--- src/rtl/adc_sample_source.sv ---
// rtl/adc_sample_source.sv - serial 10-bit ADC reader feeding the filter sample interface
module adc_sample_source #(
    parameter int DATA_BITS      = 10,
    parameter int CLK_DIV        = 4,
    parameter int SAMPLE_PERIOD  = 200,
    parameter int STARTUP_CYCLES = 16
) (
    input  logic                 clk,
    input  logic                 reset,
    input  logic                 enable,
    input  logic                 adc_miso,
    output logic                 adc_cs_n,
    output logic                 adc_sclk,
    output logic [DATA_BITS-1:0] x_adc,
    output logic                 sample_ready,
    output logic                 coefficients_ready,
    input  logic                 valid_out,
    output logic                 overrun
);
    localparam int SLOT  = 2 * CLK_DIV;
    localparam int PER_W = $clog2(SAMPLE_PERIOD + 1);
    localparam int SU_W  = $clog2(STARTUP_CYCLES + 1);
    localparam int PH_W  = $clog2(SLOT + 1);
    localparam int BIT_W = $clog2(DATA_BITS + 1);

    localparam logic [PER_W-1:0] PER_LAST = PER_W'(SAMPLE_PERIOD - 1);
    localparam logic [SU_W-1:0]  SU_LAST  = SU_W'(STARTUP_CYCLES - 1);
    localparam logic [PH_W-1:0]  PH_LAST  = PH_W'(SLOT - 1);
    localparam logic [PH_W-1:0]  PH_HIGH  = PH_W'(CLK_DIV);
    localparam logic [BIT_W-1:0] BIT_LAST = BIT_W'(DATA_BITS - 1);

    generate
        if (CLK_DIV < 1 || STARTUP_CYCLES < 1 ||
            SAMPLE_PERIOD < 2 * CLK_DIV * DATA_BITS + 4) begin : g_bad_params
            $error("adc_sample_source: invalid parameter combination");
        end
    endgenerate

    typedef enum logic [1:0] {ST_STARTUP, ST_IDLE, ST_CONVERT, ST_DONE} state_t;

    state_t               state, state_next;
    logic [SU_W-1:0]      startup_cnt;
    logic [PER_W-1:0]     period_cnt;
    logic [PH_W-1:0]      phase;
    logic [PH_W-1:0]      phase_next;
    logic [BIT_W-1:0]     bit_idx;
    logic [DATA_BITS-1:0] shift;
    logic                 pending;
    logic                 startup_done;
    logic                 start_conv;
    logic                 last_cycle;

    assign startup_done = (startup_cnt == SU_LAST);
    assign start_conv   = enable && coefficients_ready && (period_cnt == '0);
    assign last_cycle   = (phase == PH_LAST) && (bit_idx == BIT_LAST);
    assign phase_next   = (phase == PH_LAST) ? '0 : phase + PH_W'(1);

    always_ff @(posedge clk) begin
        if (reset) state <= ST_STARTUP;
        else       state <= state_next;
    end

    always_comb begin
        state_next = state;
        case (state)
            ST_STARTUP: if (startup_done) state_next = ST_IDLE;
            ST_IDLE:    if (start_conv)   state_next = ST_CONVERT;
            ST_CONVERT: if (last_cycle)   state_next = ST_DONE;
            ST_DONE:    state_next = ST_IDLE;
            default:    state_next = ST_STARTUP;
        endcase
    end

    // Free-running sample timer; zero while disabled so re-enabling starts at once.
    always_ff @(posedge clk) begin
        if (reset || state == ST_STARTUP || !enable) period_cnt <= '0;
        else if (period_cnt == PER_LAST)             period_cnt <= '0;
        else                                         period_cnt <= period_cnt + PER_W'(1);
    end

    // Outputs are registered one cycle ahead: sclk is loaded with the level of the next phase.
    always_ff @(posedge clk) begin
        if (reset) begin
            startup_cnt        <= '0;
            coefficients_ready <= 1'b0;
            adc_cs_n           <= 1'b1;
            adc_sclk           <= 1'b0;
            phase              <= '0;
            bit_idx            <= '0;
            shift              <= '0;
            x_adc              <= '0;
            sample_ready       <= 1'b0;
        end else begin
            sample_ready <= 1'b0;
            case (state)
                ST_STARTUP: begin
                    if (startup_done) coefficients_ready <= 1'b1;
                    else              startup_cnt <= startup_cnt + SU_W'(1);
                end
                ST_IDLE: begin
                    if (start_conv) begin
                        adc_cs_n <= 1'b0;
                        adc_sclk <= 1'b0;
                        phase    <= '0;
                        bit_idx  <= '0;
                    end
                end
                ST_CONVERT: begin
                    if (last_cycle) begin
                        adc_cs_n     <= 1'b1;
                        adc_sclk     <= 1'b0;
                        x_adc        <= shift;
                        sample_ready <= 1'b1;
                    end else begin
                        phase    <= phase_next;
                        adc_sclk <= (phase_next >= PH_HIGH);
                        if (phase == PH_LAST) bit_idx <= bit_idx + BIT_W'(1);
                        if (phase_next == PH_HIGH) shift <= {shift[DATA_BITS-2:0], adc_miso};
                    end
                end
                default: ;
            endcase
        end
    end

    // A sample issued while the previous one is still unacknowledged is an overrun.
    always_ff @(posedge clk) begin
        if (reset) begin
            pending <= 1'b0;
            overrun <= 1'b0;
        end else if (sample_ready) begin
            pending <= 1'b1;
            if (pending && !valid_out) overrun <= 1'b1;
        end else if (valid_out) begin
            pending <= 1'b0;
        end
    end
endmodule

--- config.mk ---
export PLATFORM = sky130hd
export DESIGN_NAME = adc_sample_source
export DESIGN_NICKNAME = d
export VERILOG_FILES = /design/src/rtl/adc_sample_source.sv
export SDC_FILE = /design/constraint.sdc
export NUM_CORES = 1
export LEC_CHECK = 0
export ABC_AREA = 1
export CAP_MARGIN = 10
export CORE_MARGIN = 2
export CORE_UTILIZATION = 51
export CTS_CLUSTER_DIAMETER = 40
export DETAILED_ROUTE_END_ITERATION = 10
export PLACE_DENSITY = 0.74
export SYNTH_ARGS = -nofsm -noshare
export SYNTH_HDL_FRONTEND = slang
export SYNTH_SLANG_ARGS = --single-unit
--- constraint.sdc ---
create_clock -name clk -period 1.5 [get_ports clk]
set_input_delay 0.225 -clock clk [delete_from_list [all_inputs] [get_ports clk]]
set_output_delay 0.225 -clock clk [all_outputs]
set_load 0.02 [all_outputs]
# Word-level counts from Yosys, hierarchy flattened
# Cells that the tools add are included.
# word_totals
wordCells	77
out_inout_bits	15
reg_bits	49
# op_classes
n_reduce_logical	24
magnitude_cmp	1
mux	19
n_bitwise	3
n_addsub	4
n_eq_ne	13
# op_table
cell	count
$mux 4	5
$pmux 4 s2	2
$reduce_and 3->1	4
$ne 2x2->1 const B	5
$reduce_and 2->1	5
$add 4x1->4 const B	2
$add 8x1->8 const B	1
$eq 4x3->1 const B	2
$eq 8x8->1 const B	1
$logic_not 8->1	1
$pmux 2 s4	1
$mux 1	6
$mux 2	3
$add 5x1->5 const B	1
$eq 5x4->1 const B	1
$eq 2x2->1 const B	2
$eq 4x4->1 const B	1
$ge 4x3->1 const B	1
$logic_and 1x1->1	4
$pmux 1 s2	2
$reduce_and 4->1	1
$reduce_bool 2->1	2
$reduce_or 2->1	2
$not 1->1	3
4 further kinds	6

# Logic depth before layout (Yosys ltp)
# logic_depth
word_depth	5
mapped_depth	10

# Worst setup path before layout
# No wires, ideal clock.
# synth_timing
kind	reg-to-reg
startpoint	register startup_cnt[0]
endpoint	register startup_cnt[3]
period_less_slack_ns	1.456
t_required_ns	1.422
path_stages_with_launch	10
t_arrival_ns	1.378
slack_ns	0.044
cell_sequence	dfxtp_1 > ha_1 > inv_1 > nor3_1 > ha_1 > nor2_2 > nand2_1 > nor2_1 > a21oi_1 > nor3_1
# synth_between
elab_chain_len	3
word_cells_on_any_way	4
cone_classes	1 x add/sub; 1 x eq/ne; 1 x bitwise; 1 x reduce/logical
# synth_lines
item	line_no	source
start: declaration	42	logic [SU_W-1:0] startup_cnt;
start signal: assignment	98	else startup_cnt <= startup_cnt + SU_W'(1);
branches (longest 3 deep; another with $add 5x1->5)	-	
# Parallel ways; which one is timed is not known.
# A chain may end at the register's enable or synchronous reset.

# Final worst setup path
# layout_timing
startpoint	register x_adc[6]
endpoint	output x_adc[6]
# layout_rtl
item	line_no	source
start: declaration	14	output logic [DATA_BITS-1:0] x_adc,
start signal: assignment	112	x_adc <= shift;
# No word-level cell between the ends.

==> impl_metrics.csv <==
group,metric,value,unit
logic_synthesis,syn_avg_cell_area,7.73,um^2
floorplanning,die_area,5140,um^2
floorplanning,dieWidth,71.7,um
sta,postLayoutSetupSlackWorst,37.7,ps
cells_and_area,multi_input_comb_area,1230,um^2
clocking,cts-root-buf,"clkbuf_8",
setup_path,critPathSlowestCell,"clkdlybuf4s50_1",
setup_path,number_of_cell_instances_on_the_worst_register_to_register_path,8,
cells_and_area,final_layout_size_suffix_gt1_frac,0.229,
setup_path,worst_r2r_endpoint,"bit_idx[2]$_SDFFE_PP0P_",
sta,finalCriticalPeriod,1460,ps
clocking,inserted_clock_buffers,5,
routing,detail_route.wl_per_cell,12.5,um
logic_synthesis,synthCells,302,
worst_hold_path,whs_endpoint,"period_cnt[0]$_SDFF_PP0_",
routing,num_vias,2053,
logic_synthesis,syn-cell-area,2330,um^2
setup_path,reg2reg_from,"phase[1]$_SDFFE_PP0P_",
run,maxCapViolations,0,
setup_path,criticalPathCategory,"flop to output pin",
place,dp_worst_setup_slack,-96.0,ps
clocking,tritoncts,"done",
setup_path,setup.worst_path.end_class,"output pin",
global_routing,grt_first_pass_wirelength,7.78,mm
setup_path,rrSetupSlack,40,ps
sta,timing.slew.headroom,0.777,
cells_and_area,regArea,990,um^2
logic_synthesis,fraction_of_the_yosys_area_taken_by_sequential_cells,0.420,
clocking,htreeDepth,2,
logic_synthesis,postSynthRegisterBits,49,
floorplanning,placeableCoreArea,4380,um^2
floorplanning,ios,20,
sta,clock-skew-final,4.87,ps
cells_and_area,diodes,0,
sta,worst-slew-pin-transition,332,ps
setup_path,timing.critical_path.cells,"clkdlybuf4s50_1",
outcome,outcome,"complete, no violations",
floorplanning,initial_utilization,0.533,
cells_and_area,commonest_cells_after_routing_fill_and_taps_aside,"nand2_1 (45), dfxtp_1 (42), inv_1 (40)",
place,place_area,2680,um^2
place,detailed_placer_s_ending_hpwl,3.17,mm
place,globalplace.congestion,0.873,
cells_and_area,layout_commonest_cell,"nand2_1",
sta,timing.final.crit_share,0.975,
routing,drt_wl_total,4.96,mm
pwr,fin_total_pwr,0.00331,W
worst_hold_path,worst_hold_path.num_cells,1,
sta,fin_worst_hold_slack,436,ps
routing,route.antenna.remaining_nets,0,
global_routing,global_route.usage.total,0.188,
sta,maxClockFrequency,0.684,GHz
routing,drt_pre_antenna_iters,4,
clocking,clockBufferDepth,2,
clocking,cts_hold_buf,0,
worst_hold_path,worst_hold_path_type,"flop to flop",
cells_and_area,syn2layout_area_growth,26.3,%
routing,first_iter_violations,160,
sta,report.final.slew_viol_count,0,
setup_path,critical-path-max-stage-delay,600,ps
clocking,clk_transition_reported_paths,90,ps
setup_path,cp_max_fo,2,
logic_synthesis,cell_variety_after_synth,33,
pwr,power_leakage,1.16,nW
setup_path,critical_path_arrival,1240,ps
place,io_buffers,19,
global_routing,grt_start_max_net_pins,22,
clocking,clkSinkCount,49,
global_routing,grt_overflow_total,0,
pwr,worst_ir_drop_vdd,0.000645,V
logic_synthesis,synthesis.nets,318,
setup_path,worst_setup_path_start_kind,"flop",
logic_synthesis,yosysWarningCount,0,
floorplanning,rows,24,
routing,via_density_per_instance,5.17,
sta,hold_violations,0,
global_routing,first_global_vias,1781,
cells_and_area,layout.cell_area.non_filler,2950,um^2
setup_path,path_delay_family,"buffers and inverters",
cells_and_area,fillerInstances,362,
sta,unrepaired_setup_endpoints_after_global_routing,"true",
setup_path,worst-endpoint-required,1270,ps
sta,setup-violations-final,0,
pwr,p_per_area,1120,nW/um^2
global_routing,antenna_violations_before_repair,0,
routing,drt_drc_violations_left,0,
floorplanning,die_height,71.7,um
worst_hold_path,hold_path_startpoint,"period_cnt[0]$_SDFF_PP0_",
setup_path,worst-path-buf-inv,1,
clocking,clock_latency,300,ps
cells_and_area,num-nets-final,360,
-- metrics by stage --
step	setup TNS [ps]	cells	utilization
6_report	0	397	0.673
5_1_grt	-245	397	0.673
4_1_cts	0	392	0.632
3_5_place_dp	-848	384	0.610
3_3_place_gp	-531	384	0.610
2_1_floorplan	0	302	-
-- Yosys cell counts (all sizes together) --
library cell / instances / area share
nand2: 53 / 0.099
a21oi: 34 / 0.073
ha: 11 / 0.059
nand4: 13 / 0.035
nand3b: 1 / 0.0032
nor2: 26 / 0.054
nor4: 1 / 0.0027
clkinv: 1 / 0.0016
inv: 47 / 0.076
o21ai: 17 / 0.041
o21a: 1 / 0.0032
xor2: 2 / 0.0075
clkbuf: 5 / 0.0096
xnor2: 2 / 0.0075
a31oi: 1 / 0.0027
or2: 2 / 0.0064
dfxtp: 49 / 0.42
nor3: 6 / 0.013
buf: 5 / 0.021
nand3: 25 / 0.065
-- kinds of logic (layout without fill, tap and decap cells) --
group                    count (synthesis)  after routing  share of synthesized area
AND/OR/NAND/NOR                        127            129                      0.278
flip-flops                              49             49                      0.420
adder cells (fa/ha/maj)                 11             11                     0.0589
XOR/XNOR                                 4              4                     0.0150
buffers and inverters                   58             99                      0.108
AO/OA/AOI/OAI                           53             53                      0.120
-- worst max path at each step --
stage / startpoint / to / slack [ps] / cells after the start
2_1_floorplan: startup_cnt[0]$_SDFFE_PP0P_ / startup_cnt[3]$_SDFFE_PP0P_ / 40 / 9
3_3_place_gp: enable / bit_idx[1]$_SDFFE_PP0P_ / -70 / 8
3_5_place_dp: enable / bit_idx[3]$_SDFFE_PP0P_ / -100 / 8
4_1_cts: state[0]$_SDFFE_PP0P_ / x_adc[6]$_SDFFE_PP0P_ / 0.8 / 6
5_1_grt: phase[1]$_SDFFE_PP0P_ / bit_idx[2]$_SDFFE_PP0P_ / -40 / 8
6_report: x_adc[6]$_SDFFE_PP0P_ / x_adc[6] / 40 / 1
-- area by class of cell --
type                       count  area share
multi-input combinational    197       0.418
sequential                    49       0.336
timing repair buffer          43       0.134
inverter                      48      0.0611
clock buffer                   5      0.0233
tap                           52      0.0221
clock inverter                 3     0.00594
-- per-layer routing --
| layer | GRT usage | routed length, um | share of wire | up-vias |
|---|---|---|---|---|
| met5 | 0 | 0 | 0 | - |
| met4 | 0.0608 | 82 | 0.017 | 0 |
| met3 | 0.0338 | 203 | 0.041 | 8 |
| met2 | 0.303 | 2260 | 0.46 | 50 |
| met1 | 0.254 | 2410 | 0.49 | 929 |
| li1 | - | - | - | 1066 |
-- power breakdown --
group / switching [W] / total [W] / internal (W) / leakage, nW
sequential: 0.0000977 / 0.00152 / 0.00142 / 0.399
clock: 0.000447 / 0.000769 / 0.000323 / 0.0439
combinational: 0.000588 / 0.00103 / 0.000439 / 0.718
-- flip-flops by register name (all words and copies together) (netlist names) --
name                flops
overrun                 1
state                   2
sample_ready            1
coefficients_ready      1
adc_sclk                1
shift                  10
period_cnt              8
adc_cs_n                1
pending                 1
startup_cnt             5
phase                   4
bit_idx                 4
x_adc                  10
-- what timing repair did --
item / CTS / global route
endpoints found under the setup margin: 5 / 43
gates resized for setup: 6 / 38
pin swaps: 3 / 13
setup buffers: 0 / 4
gates cloned: 0 / 2
(Power assumes the default switching activity.)
==> variant, RTL diff (config.mk and constraints unchanged) <==
Put one more register stage on the output `overrun`. The value now appears one clock later. The other outputs are not delayed to match.
--- a/src/rtl/adc_sample_source.sv
+++ b/src/rtl/adc_sample_source.sv
@@ -30,2 +30,4 @@
     localparam logic [BIT_W-1:0] BIT_LAST = BIT_W'(DATA_BITS - 1);
+
+    logic overrun_s0;
 
@@ -129,6 +131,6 @@
             pending <= 1'b0;
-            overrun <= 1'b0;
+            overrun_s0 <= 1'b0;
         end else if (sample_ready) begin
             pending <= 1'b1;
-            if (pending && !valid_out) overrun <= 1'b1;
+            if (pending && !valid_out) overrun_s0 <= 1'b1;
         end else if (valid_out) begin
@@ -137,2 +139,6 @@
     end
+    always_ff @(posedge clk) begin
+        overrun <= overrun_s0;
+    end
+
 endmodule
Check against the original RTL: no difference found for any inputs over 10 cycles, from zero or initial values and one cycle with reset high; that may be too few to reach the edited logic, so the function may still have changed.
==> variant against the unedited design <==
Sequential cell count grew 1. Power grew 12%. Global-route usage grew 0.14 points. Area after synthesis grew 0.86%. Setup slack lost 14 ps. Design area grew 3.5%. Routed wire length is essentially flat.
==> variant: results (changes against the unedited design) <==
CTS H-Tree Depth = 2 (unchanged)
Fillcell total = 332 (-8.3%)
Leak = 1.36 nW (+17%)
CP max stage delay = 600 ps (about the same)
Detailed-route wire length per cell = 12.4 um (-0.73%)
Max Root-Sink Buffers = 2 (unchanged)
Drt initial violations = 238 (+49%)
Total Wirelength = 4960 um (about the same)
Met1 usage = 24.1% (-1.3 points)
Grt met2 use = 30.2% (-0.10 points)
Crit path max-delay family = buffers and inverters
Main synth FF type = dfxtp_1
Initial antenna violation count = 0 (unchanged)
Sequential fraction of the synthesis area = 42.5% (+0.49 points)
Crit-path max FO = 2 (unchanged)
DPL Wire Length = 3090 um (-2.5%)
Peak VDD IR = 764 uV (+18%)
Ant. Diodes = 0 (unchanged)
Inst Count DP = 381 (-0.78%)
PortBufs = 19 (unchanged)
CTS Buf Count = 5 (unchanged)
DP Worst Slack = -111 ps (-14.7 ps)
Synth cell types = 33 (unchanged)
Net Count, Synth = 319 (+0.31%)
Slew margin rel. = 74.3% (-3.3 points)
Top cells by area, synth = dfxtp_1 43%, nand2_1 7.7%, a21oi_1 7.2%
Commonest non-fill, non-tap cell in the layout = dfxtp_1
Async SR Flop Fraction = 0% (unchanged)
Root Buffer = clkbuf_8
Largest net degree at the start of global routing = 22 (unchanged)
Nets = 363 (+0.83%)
Critical-path top delay cell = clkdlybuf4s50_1
Total track usage = 18.9% (+0.14 points)
Worst-skew pair later-pin latency = 320 ps (+20 ps)
CTS clk-pin slew, worst paths = 100 ps
Routed vias/inst = 5.26 (+1.7%)
Clock skew = 14.3 ps (+9.47 ps)
Top Registers = shift: 10 flops, x_adc: 10 flops, period_cnt: 8 flops
Synth cell count leaders = 50 x dfxtp_1, 48 x nand2_1, 44 x inv_1
DRT Pass-1 Iters = 5 (+1)
Met3 Usage GRT = 4.17% (+0.79 points)
Status = finished, final reports clean
HP Class = reg2reg
Synthesized area per cell = 7.77 um^2 (+0.52%)
GP Congestion = 0.815 (-6.7%)
First-pass GRT wire length = 7580 um (-2.6%)
CP arrival = 1250 ps
Share of cells above drive strength 1 = 21.8% (-1.1 points)
Top Usage Layer GRT = met2
Ys Warns = 0 (unchanged)
Number of global-route vias before repair = 1791 (+0.56%)
variant: cell count changes after synthesis:
cell     unedited run  this run
dfxtp_1            49        50
variant: final timing paths:
path | startpoint | endpoint | slack (ps) | cells past startpoint
worst max register to register | phase[1] | x_adc[1] | 50 | 7
worst max-delay path | x_adc[7] | x_adc[7] | 20 | 1
worst min-delay path | overrun_s0 | overrun | 360 | 0
worst min register to register | overrun_s0 | overrun | 360 | 0
variant: layer usage:
| metal | part of all wire (%) | vias to the layer above |
|---|---|---|
| met2 | 46 | 68 |
| met5 | 0 | - |
| met4 | 2.3 | 0 |
| met1 | 47 | 949 |
| met3 | 5.0 | 11 |
| li1 | - | 1076 |
variant: repair_timing:
item                       CTS  global route
hold buffers                 0             0
gates resized for setup      6            37
pin swaps                    0            14
buffers inserted             0             9
setup endpoints to repair    8            49
gates cloned                 0             2
variant: layout make-up:
class,count,area (um^2),area share (%)
clock buffers,5,68.8,2.25
flip-flops and latches,50,1010,33.0
clock inverters,3,68.8,2.25
well taps,52,65.1,2.13
multi-input cells,197,1230,40.3
repair buffers,45,432,14.1
inverters,48,183,5.98
variant: cells by family (layout without fill, tap and decap cells):
family	after synthesis	after routing	synth area share [%]
AOI/OAI and AO/OA	53	53	11.9
DFF	50	50	42.5
buffers and inverters	58	101	10.7
adders and majority gates	11	11	5.84
and+or+nand+nor	127	129	27.5
xor gates and xnor gates	4	4	1.49
variant: power by group:
part	switching, W	internal (W)
registers	0.0000882	0.00144
logic	0.000607	0.000437
clock network	0.000460	0.000668
variant: per-stage QoR:
| step | total power (W) | hold slack (ps) | instance area, um^2 | setup TNS [ps] |
|---|---|---|---|---|
| floorplan | 0.00215 | 304 | 2350 | 0 |
| global placement | 0.00237 | 336 | 2670 | -532 |
| detailed placement | 0.00240 | 343 | 2670 | -924 |
| CTS | 0.00353 | 359 | 2810 | -2.69 |
| global route | 0.00391 | 375 | 3050 | -169 |
| finish | 0.00371 | 357 | 3050 | 0 |
